`src/rtl/serial_alu_digit_pkg.sv`:
```
// Shared op codes, FSM encoding and Booth-pair decode for the digit-serial ALU.
package serial_alu_digit_pkg;

    localparam logic [3:0] OP_ADD   = 4'd0;
    localparam logic [3:0] OP_SUB   = 4'd1;
    localparam logic [3:0] OP_BOOTH = 4'd2;
    localparam logic [3:0] OP_AND   = 4'd3;
    localparam logic [3:0] OP_OR    = 4'd4;
    localparam logic [3:0] OP_XOR   = 4'd5;
    localparam logic [3:0] OP_PASS  = 4'd6;

    typedef enum logic {
        IDLE = 1'b0,
        RUN  = 1'b1
    } state_t;

    // A Booth step on pair q1q0 either subtracts, adds or leaves the partial product alone.
    function automatic logic [3:0] booth_decode(input logic q1, input logic q0);
        logic [3:0] eff;
        case ({q1, q0})
            2'b10:   eff = OP_SUB;
            2'b01:   eff = OP_ADD;
            default: eff = OP_PASS;
        endcase
        return eff;
    endfunction

    function automatic logic op_legal(input logic [3:0] op);
        return op <= OP_PASS;
    endfunction

endpackage

```
`src/rtl/serial_alu_digit_if.sv`:
```
// Handshake and digit bus between the serialisers/controller (master) and the ALU (slave).
interface serial_alu_digit_if #(parameter int DIGIT = 1);

    logic             start;
    logic [3:0]       op;
    logic             q1;
    logic             q0;
    logic [DIGIT-1:0] a_dig;
    logic [DIGIT-1:0] b_dig;
    logic             busy;
    logic [DIGIT-1:0] res_dig;
    logic             res_valid;
    logic             done;
    logic             carry;
    logic             ovf;
    logic             zero;
    logic             illegal;

    modport master (
        output start, op, q1, q0, a_dig, b_dig,
        input  busy, res_dig, res_valid, done, carry, ovf, zero, illegal
    );

    modport slave (
        input  start, op, q1, q0, a_dig, b_dig,
        output busy, res_dig, res_valid, done, carry, ovf, zero, illegal
    );

endinterface

```
`src/rtl/serial_alu_digit_slice.sv`:
```
// Combinational DIGIT-wide slice: ripple add/sub plus bitwise logic and pass-through.
module serial_alu_digit_slice
    import serial_alu_digit_pkg::*;
#(
    parameter int DIGIT = 1
) (
    input  logic [DIGIT-1:0] a_i,
    input  logic [DIGIT-1:0] b_i,
    input  logic             cin_i,
    input  logic [3:0]       eff_op_i,
    output logic [DIGIT-1:0] res_o,
    output logic             cout_o,
    output logic             c_msb_in_o
);

    logic [DIGIT-1:0] bEff;
    logic [DIGIT-1:0] sum;
    logic             c;
    logic             cMsb;

    // Subtraction reuses the adder with inverted B; the +1 comes in through the preset carry.
    always_comb begin
        bEff = (eff_op_i == OP_SUB) ? ~b_i : b_i;
        sum  = '0;
        c    = cin_i;
        cMsb = 1'b0;
        for (int i = 0; i < DIGIT; i++) begin
            sum[i] = a_i[i] ^ bEff[i] ^ c;
            if (i == DIGIT - 1) cMsb = c;
            c = (a_i[i] & bEff[i]) | (c & (a_i[i] ^ bEff[i]));
        end

        res_o      = a_i;
        cout_o     = 1'b0;
        c_msb_in_o = 1'b0;
        case (eff_op_i)
            OP_ADD, OP_SUB: begin
                res_o      = sum;
                cout_o     = c;
                c_msb_in_o = cMsb;
            end
            OP_AND:  res_o = a_i & b_i;
            OP_OR:   res_o = a_i | b_i;
            OP_XOR:  res_o = a_i ^ b_i;
            default: res_o = a_i;
        endcase
    end

endmodule

```
`src/rtl/serial_alu_digit.sv`:
```
// Digit-serial ALU: LSB-first operands, DIGIT bits per cycle, start/busy/done handshake
// with end-of-op carry, overflow and zero flags.
module serial_alu_digit
    import serial_alu_digit_pkg::*;
#(
    parameter int LENGTH = 32,
    parameter int DIGIT  = 1
) (
    input  logic                clk,
    input  logic                reset,
    serial_alu_digit_if.slave   bus
);

    localparam int NDIG = LENGTH / DIGIT;
    localparam int CW   = (NDIG > 1) ? $clog2(NDIG) : 1;
    localparam logic [CW-1:0] LAST = CW'(NDIG - 1);

    state_t           state_q, state_d;
    logic [CW-1:0]    cnt_q;
    logic [3:0]       effOp_q;
    logic             cy_q;
    logic             zacc_q;
    logic [DIGIT-1:0] res_q;
    logic             resValid_q, done_q, illegal_q;
    logic             carry_q, ovf_q, zero_q;

    logic             accept, illegalStart, lastDig, busy;
    logic [3:0]       effStart;
    logic [DIGIT-1:0] sliceRes;
    logic             sliceCout, sliceCmsb;

    always_ff @(posedge clk) begin
        if (!reset) state_q <= IDLE;
        else        state_q <= state_d;
    end

    always_comb begin
        state_d = state_q;
        case (state_q)
            IDLE:    if (accept)  state_d = RUN;
            RUN:     if (lastDig) state_d = IDLE;
            default: state_d = IDLE;
        endcase
    end

    // Booth pairs are resolved at start so the slice only ever sees ADD, SUB or PASS.
    always_comb begin
        busy         = (state_q == RUN);
        accept       = (state_q == IDLE) && bus.start && op_legal(bus.op);
        illegalStart = (state_q == IDLE) && bus.start && !op_legal(bus.op);
        lastDig      = busy && (cnt_q == LAST);
        effStart     = (bus.op == OP_BOOTH) ? booth_decode(bus.q1, bus.q0) : bus.op;
    end

    serial_alu_digit_slice #(.DIGIT(DIGIT)) u_slice (
        .a_i        (bus.a_dig),
        .b_i        (bus.b_dig),
        .cin_i      (cy_q),
        .eff_op_i   (effOp_q),
        .res_o      (sliceRes),
        .cout_o     (sliceCout),
        .c_msb_in_o (sliceCmsb)
    );

    // Flags are only written on the last digit and cleared on the next accepted start.
    always_ff @(posedge clk) begin
        if (!reset) begin
            cnt_q      <= '0;
            effOp_q    <= OP_ADD;
            cy_q       <= 1'b0;
            zacc_q     <= 1'b0;
            res_q      <= '0;
            resValid_q <= 1'b0;
            done_q     <= 1'b0;
            illegal_q  <= 1'b0;
            carry_q    <= 1'b0;
            ovf_q      <= 1'b0;
            zero_q     <= 1'b0;
        end else begin
            resValid_q <= busy;
            done_q     <= lastDig;
            illegal_q  <= illegalStart;
            if (busy) res_q <= sliceRes;
            if (accept) begin
                effOp_q <= effStart;
                cnt_q   <= '0;
                zacc_q  <= 1'b1;
                cy_q    <= (effStart == OP_SUB);
                carry_q <= 1'b0;
                ovf_q   <= 1'b0;
                zero_q  <= 1'b0;
            end else if (busy) begin
                cnt_q  <= cnt_q + CW'(1);
                cy_q   <= sliceCout;
                zacc_q <= zacc_q & (sliceRes == '0);
                if (lastDig) begin
                    carry_q <= sliceCout;
                    ovf_q   <= sliceCout ^ sliceCmsb;
                    zero_q  <= zacc_q & (sliceRes == '0);
                end
            end
        end
    end

    assign bus.busy      = busy;
    assign bus.res_dig   = res_q;
    assign bus.res_valid = resValid_q;
    assign bus.done      = done_q;
    assign bus.carry     = carry_q;
    assign bus.ovf       = ovf_q;
    assign bus.zero      = zero_q;
    assign bus.illegal   = illegal_q;

endmodule

```
`src/flat_wrapper.sv`:
```
// flat-port wrapper written by rule: the top's interface ports become plain ports
module serial_alu_digit_flat import serial_alu_digit_pkg::*;
#(
    parameter int LENGTH = 32,
    parameter int DIGIT  = 1
)
  (clk, reset, bus_start, bus_op, bus_q1, bus_q0, bus_a_dig, bus_b_dig, bus_busy, bus_res_dig, bus_res_valid, bus_done, bus_carry, bus_ovf, bus_zero, bus_illegal);
  serial_alu_digit_if #(.DIGIT(DIGIT)) bus_i ();
  input  logic clk;
  input  logic reset;
  input wire logic [$bits(bus_i.start)-1:0] bus_start;
  input wire logic [$bits(bus_i.op)-1:0] bus_op;
  input wire logic [$bits(bus_i.q1)-1:0] bus_q1;
  input wire logic [$bits(bus_i.q0)-1:0] bus_q0;
  input wire logic [$bits(bus_i.a_dig)-1:0] bus_a_dig;
  input wire logic [$bits(bus_i.b_dig)-1:0] bus_b_dig;
  output wire logic [$bits(bus_i.busy)-1:0] bus_busy;
  output wire logic [$bits(bus_i.res_dig)-1:0] bus_res_dig;
  output wire logic [$bits(bus_i.res_valid)-1:0] bus_res_valid;
  output wire logic [$bits(bus_i.done)-1:0] bus_done;
  output wire logic [$bits(bus_i.carry)-1:0] bus_carry;
  output wire logic [$bits(bus_i.ovf)-1:0] bus_ovf;
  output wire logic [$bits(bus_i.zero)-1:0] bus_zero;
  output wire logic [$bits(bus_i.illegal)-1:0] bus_illegal;
  assign bus_i.start = bus_start;
  assign bus_i.op = bus_op;
  assign bus_i.q1 = bus_q1;
  assign bus_i.q0 = bus_q0;
  assign bus_i.a_dig = bus_a_dig;
  assign bus_i.b_dig = bus_b_dig;
  assign bus_busy = bus_i.busy;
  assign bus_res_dig = bus_i.res_dig;
  assign bus_res_valid = bus_i.res_valid;
  assign bus_done = bus_i.done;
  assign bus_carry = bus_i.carry;
  assign bus_ovf = bus_i.ovf;
  assign bus_zero = bus_i.zero;
  assign bus_illegal = bus_i.illegal;
  serial_alu_digit #(.LENGTH(LENGTH), .DIGIT(DIGIT)) u_core (.clk(clk), .reset(reset), .bus(bus_i));
endmodule
```
`config.mk`:
```
export PLATFORM = sky130hd
export DESIGN_NAME = serial_alu_digit_flat
export DESIGN_NICKNAME = d
export VERILOG_FILES = /design/src/rtl/serial_alu_digit_pkg.sv /design/src/rtl/serial_alu_digit_if.sv /design/src/rtl/serial_alu_digit_slice.sv /design/src/rtl/serial_alu_digit.sv /design/src/flat_wrapper.sv
export SDC_FILE = /design/constraint.sdc
export NUM_CORES = 1
export LEC_CHECK = 0
export ABC_CLOCK_PERIOD_IN_PS = 2100
export BUFFER_PORTS_ARGS = -buffer_cell sky130_fd_sc_hd__buf_2
export CAP_MARGIN = 20
export CORE_MARGIN = 2
export CORE_UTILIZATION = 48
export CTS_CLUSTER_DIAMETER = 120
export DETAILED_ROUTE_END_ITERATION = 16
export GPL_TIMING_DRIVEN = 1
export HOLD_SLACK_MARGIN = 0.12
export PLACE_DENSITY = 0.74
export SETUP_SLACK_MARGIN = 0.02
export SYNTH_ARGS = -nofsm -noshare
export SYNTH_HDL_FRONTEND = slang
export SYNTH_HIERARCHICAL = 1
export SYNTH_SLANG_ARGS = --single-unit
```
`constraint.sdc`:
```
create_clock -name clk -period 2.1 [get_ports clk]
set_input_delay 0.21 -clock clk [delete_from_list [all_inputs] [get_ports clk]]
set_output_delay 0.21 -clock clk [all_outputs]
set_load 0.05 [all_outputs]
```
-- Word-level counts from Yosys, hierarchy flattened
Cells that the tools add are included.
- bits of input ports: 11
- logic and storage cells: 60
- output and inout port bits: 8
- register bits after elaboration: 19
- reductions and logical operators: 10
- multiplexer cells: 13
- equality and inequality tests: 9
- order comparisons: 1
- bitwise operators: 14
- add/sub/neg operators: 1
- operators by type and width (kind ; number):
    $mux 1 ; 9
    $eq 4x1->1 const B ; 2
    $eq 4x2->1 const B ; 2
    $eq 4x3->1 const B ; 2
    $pmux 3 s2 ; 1
    $add 5x1->5 const B ; 1
    $eq 5x5->1 const B ; 1
    $and 1x1->1 ; 4
    $le 4x3->1 const B ; 1
    $logic_and 1x1->1 ; 4
    $logic_not 4->1 ; 1
    $mux 4 ; 1
    $not 1->1 ; 4
    $pmux 1 s4 ; 1
    $reduce_or 2->1 ; 2
    $xor 1x1->1 ; 4
    $eq 2x1->1 const B ; 1
    $eq 2x2->1 const B ; 1
    $or 1x1->1 ; 2
    $pmux 1 s2 ; 1
    $reduce_and 2->1 ; 1
    $reduce_bool 2->1 ; 1
    $logic_not 1->1 ; 1

-- Longest topological paths before layout
- word-level depth: 9
- mapped depth: 8
- gate-level depth less buffers: 8

-- Modules after synthesis
Netlist, hierarchy kept.
- modules (own cells, without submodules) (module ; area an instance (µm²) ; instances ; seq. area each (µm²) ; cells an instance):
    serial_alu_digit ; 840.8 ; 1 ; 380.4 ; 86
    serial_alu_digit_slice ; 146.4 ; 1 ; 0.0 ; 20

-- Least setup slack after synthesis
OpenSTA, ideal clock, no wires.
- path type: register to register
- start point: register u_core.effOp_q[1]
- end point: register u_core.zacc_q
- clock period less this slack: 2.096 ns
- data required time: 1.985 ns
- setup slack: 0.004 ns
- data arrival time: 1.981 ns
- cell stages (with the launch flop): 9
- library setup time: 0.115 ns
- buffers on the path: 0
- path through: dfxtp_1 -> nor3_1 -> nand2_1 -> xnor2_1 -> fa_1 -> or3_1 -> a32oi_1 -> a21boi_0 -> o21a_1
- longest elaborated chain between the ends: 9
- elaborated cells on any way between the ends: 14
- classes of those cells: eq/ne (4); mux (4); bitwise (4); reduce/logical (2)
- RTL lines (item ; line ; source):
    start, declared ; serial_alu_digit.sv:20 ; logic [3:0] effOp_q;
    start signal, assigned ; serial_alu_digit.sv:85 ; effOp_q <= effStart;
    $eq 4x1->1 ; serial_alu_digit_slice.sv:23, serial_alu_digit_slice.sv:36 ;
    $mux 1 ; serial_alu_digit_slice.sv:23 ; bEff = (eff_op_i == OP_SUB) ? ~b_i : b_i;
    $xor 1x1->1 (2 in series) ; serial_alu_digit_slice.sv:28 ; sum[i] = a_i[i] ^ bEff[i] ^ c;
    $pmux 1 s4 * ; serial_alu_digit_slice.sv:36 ; case (eff_op_i)
    via u_core.sliceRes ; serial_alu_digit.sv:29 ; logic [DIGIT-1:0] sliceRes;
    $not 1->1 * ; serial_alu_digit.sv:95 ; zacc_q <= zacc_q & (sliceRes == '0);
    $and 1x1->1 * ; serial_alu_digit.sv:95 ;
    $mux 1 * ; serial_alu_digit.sv:92 ; end else if (busy) begin
    $mux 1 * ; serial_alu_digit.sv:84 ; if (accept) begin
    end signal, assigned ; serial_alu_digit.sv:95 ;
    end, declared ; serial_alu_digit.sv:22 ; logic zacc_q;
Mark *: on every way through the listed nets, which the timed path passes. The rest lies on a longest branch. The select of a mux whose other input is x is not followed.
A chain may end at the register's enable or synchronous reset.

-- Final worst setup path
- start point: register u_core.effOp_q[3]
- end point: register u_core.zacc_q
Same word-level chain as after synthesis.

==> flow_metrics.tcl <==
set metrics [dict create \
    status "finished, violations left" \
    violations "negative setup slack" \
    rows 16 \
    start_kind "register" \
    grt_overflow 0 \
    synth_area_per_cell_sq_um 9.313 \
    synthTopCellsByArea "dfxtp_1 (39%), ha_1 (6.3%), mux2i_1 (4.1%)" \
    grt_use_total_pct 17.49 \
    h-tree-depth 1 \
    portBuffers 18 \
    start_util_pct 50.84 \
    cts_buffers 3 \
    fmax_mhz 468.2 \
    path_max_fanout 3 \
    hold_class "in2reg" \
    clk_path_buf_depth 2 \
    vias 842 \
    rr_worst_depth 8 \
    avgViaCountPerCell 5.329 \
    crit_path_end_kind "register" \
    ios 19 \
    die_h_microns 49.35 \
    r2r_start "u_core/effOp_q[3]" \
    period_minus_slack_ns 2.136 \
    path_class "reg2reg" \
    async_flop_share_pct 0 \
    setup_viol 2 \
    critPathTopFamily "simple AND/OR/NAND/NOR gates" \
    post_drt_wl_per_cell_microns 11.90 \
    fp.coreArea_sq_um 1942 \
    synth_area_sq_um 987.2 \
    worstSkewPairLatency_ns 0.29 \
    critPathLaunch "u_core/effOp_q[3]" \
    antenna_found_initial 0 \
    path_cells "nor3_2 > nand2_1 > xnor2_2 > fa_1 > or3_1 > a32oi_2 > a21boi_1 > o21a_1" \
    clkTransAtPathRegs_ns 0.11 \
    power_density_nw_per_um2 600.1 \
    dp_hpwl_mm 1.439 \
    cp_data_required_time_ns 2.30 \
    fin_util_pct 61.47 \
    cts-root-buf "clkbuf_4" \
    place.gp.congestion 0.8131 \
    ys_types 40 \
    slowest_stage "fa_1" \
    synth.net_count 123 \
    first_global_vias 842 \
    ir_drop_mv 0.4709 \
    relSlewSlack_pct 71.90 \
    worstMarginPinSlew_ns 0.4206 \
    first_pass_iters 4 \
    fin_nets 149 \
    die-area_sq_um 2435 \
    setup_ws_ns -0.03593 \
    drc 0 \
    yosysWarnings 6 \
    grt_first_pass_wirelength_mm 3.381 \
    hold_buffers 0 \
    synth_top_area_share_pct 38.53 \
    fp.dieW_microns 49.35 \
    area_delta_synth_final_pct 20.91 \
    syn_inst 106 \
    slowest_delay_ns 0.43 \
    drt_iter0_markers 18 \
    post-route-period-util_pct 101.7 \
    yosysTopAreaCell "dfxtp_1" \
    hold_depth 2 \
    ys_ff_latch 19 \
    crit_buf_inv 0 \
    synth_edf_count 0 \
    antenna_cells 0 \
    arrival_ns 2.33 \
    min_from "bus_op[3]" \
    synth.top_cells.by_count "dfxtp_1 (19), nor2_1 (9), inv_1 (7), nand2_1 (7), ha_1 (5)" \
    ant_nets 0 \
    cp_num_cells 8 \
    clock_skew_ns 0.003981 \
    grt_max_degree 12 \
    wl_mm 1.880 \
    layout-drive-gt1-share_pct 30.53 \
    cap_violations 0 \
    rsz0062_at_grt "yes" \
    synth.most_common_cell "dfxtp_1" \
    slew_violations 0 \
    ys.flop_type "dfxtp_1" \
    cts_tree "yes" \
    final_hold_viol_count 0 \
    leakagePower_nw 0.5535 \
    total_power_w 0.0007163 \
    ys_seq_area_share_pct 38.53 \
    clock-sinks 19 \
]
## area by class of cell
cell class,count,area (sq um)
Timing Repair Buffer,25,142.6
Inverter,7,26.28
Fill cell,185,748.2
Sequential cell,19,381.6
Clock inverter,1,5.005
Tap cell,27,33.78
Multi-Input combinational cell,76,581.8
Clock buffer,3,22.52
## cells in the final DEF (no fill, tap or decap), drive strengths merged, types with 2 or more instances in the layout
cell    instances
a21oi           4
and2            2
and3            3
buf            25
clkbuf          3
dfxtp          19
ha              5
inv             7
mux2i           4
nand2           7
nand2b          4
nand3           3
nor2           10
nor2b           2
nor3            3
o211a           2
o21a            2
o21ai           4
xnor2           2
xor2            3
## layer usage
metal	global-route usage, %	part of all wire [%]	vias to the layer above
met2	29.50	49	17
met3	5.521	3.8	2
li1	-	-	425
met5	0	0	-
met4	4.762	0.80	0
met1	21.26	46	398
## final timing paths
check / endpoint / slack, ns
worst min register to register: u_core/bus.carry / 0.46
worst max-delay path: u_core/zacc_q / -0.04
worst max register to register: u_core/zacc_q / -0.04
worst min-delay path: u_core/bus.illegal / 0.21
## power by group
group / switching, W / internal (W)
Clock: 0.000110 / 0.0000709
Combinational: 0.0000830 / 0.0000697
Sequential: 0.00000987 / 0.000372
## state kept, by name (all words and copies together), names as in the netlist
register,flops
u_core/bus.res_dig,1
u_core/bus.res_valid,1
u_core/cy_q,1
u_core/cnt_q,5
u_core/effOp_q,4
u_core/bus.busy,1
u_core/zacc_q,1
u_core/bus.illegal,1
u_core/bus.carry,1
u_core/bus.ovf,1
u_core/bus.done,1
u_core/bus.zero,1
## per-stage QoR
step	cells	setup WS [ns]	hold slack (ns)	cell area [sq um]	TNS, ns
2_1_floorplan	106	0.02858	0.3661	992.2	0
3_3_place_gp	153	0.003314	0.4425	1136	0
3_5_place_dp	153	-0.1004	0.4480	1136	-0.1675
4_1_cts	157	-0.06361	0.2034	1180	-0.08551
5_1_grt	158	-0.1726	0.2109	1194	-0.4423
6_report	158	-0.03593	0.2120	1194	-0.05489
## timing repair
| action | 4_1_cts | 5_1_grt |
|---|---|---|
| pin swaps | 4 | 1 |
| buffers inserted | 0 | 1 |
| cloned | 0 | 0 |
| endpoints found under the setup margin | 3 | 5 |
| gates resized for setup | 3 | 1 |
## cells by family (layout without fill, tap and decap cells)
group / Yosys count / after routing / synth area share [%]
AND/OR/NAND/NOR: 40 / 40 / 22.43
AO/OA/AOI/OAI: 21 / 21 / 16.98
flip-flops: 19 / 19 / 38.53
buffers and inverters: 11 / 36 / 5.197
adder cells (fa/ha/maj): 6 / 6 / 8.365
XOR/XNOR: 5 / 5 / 4.437
multiplexers: 4 / 4 / 4.056
(Power assumes the default switching activity.)
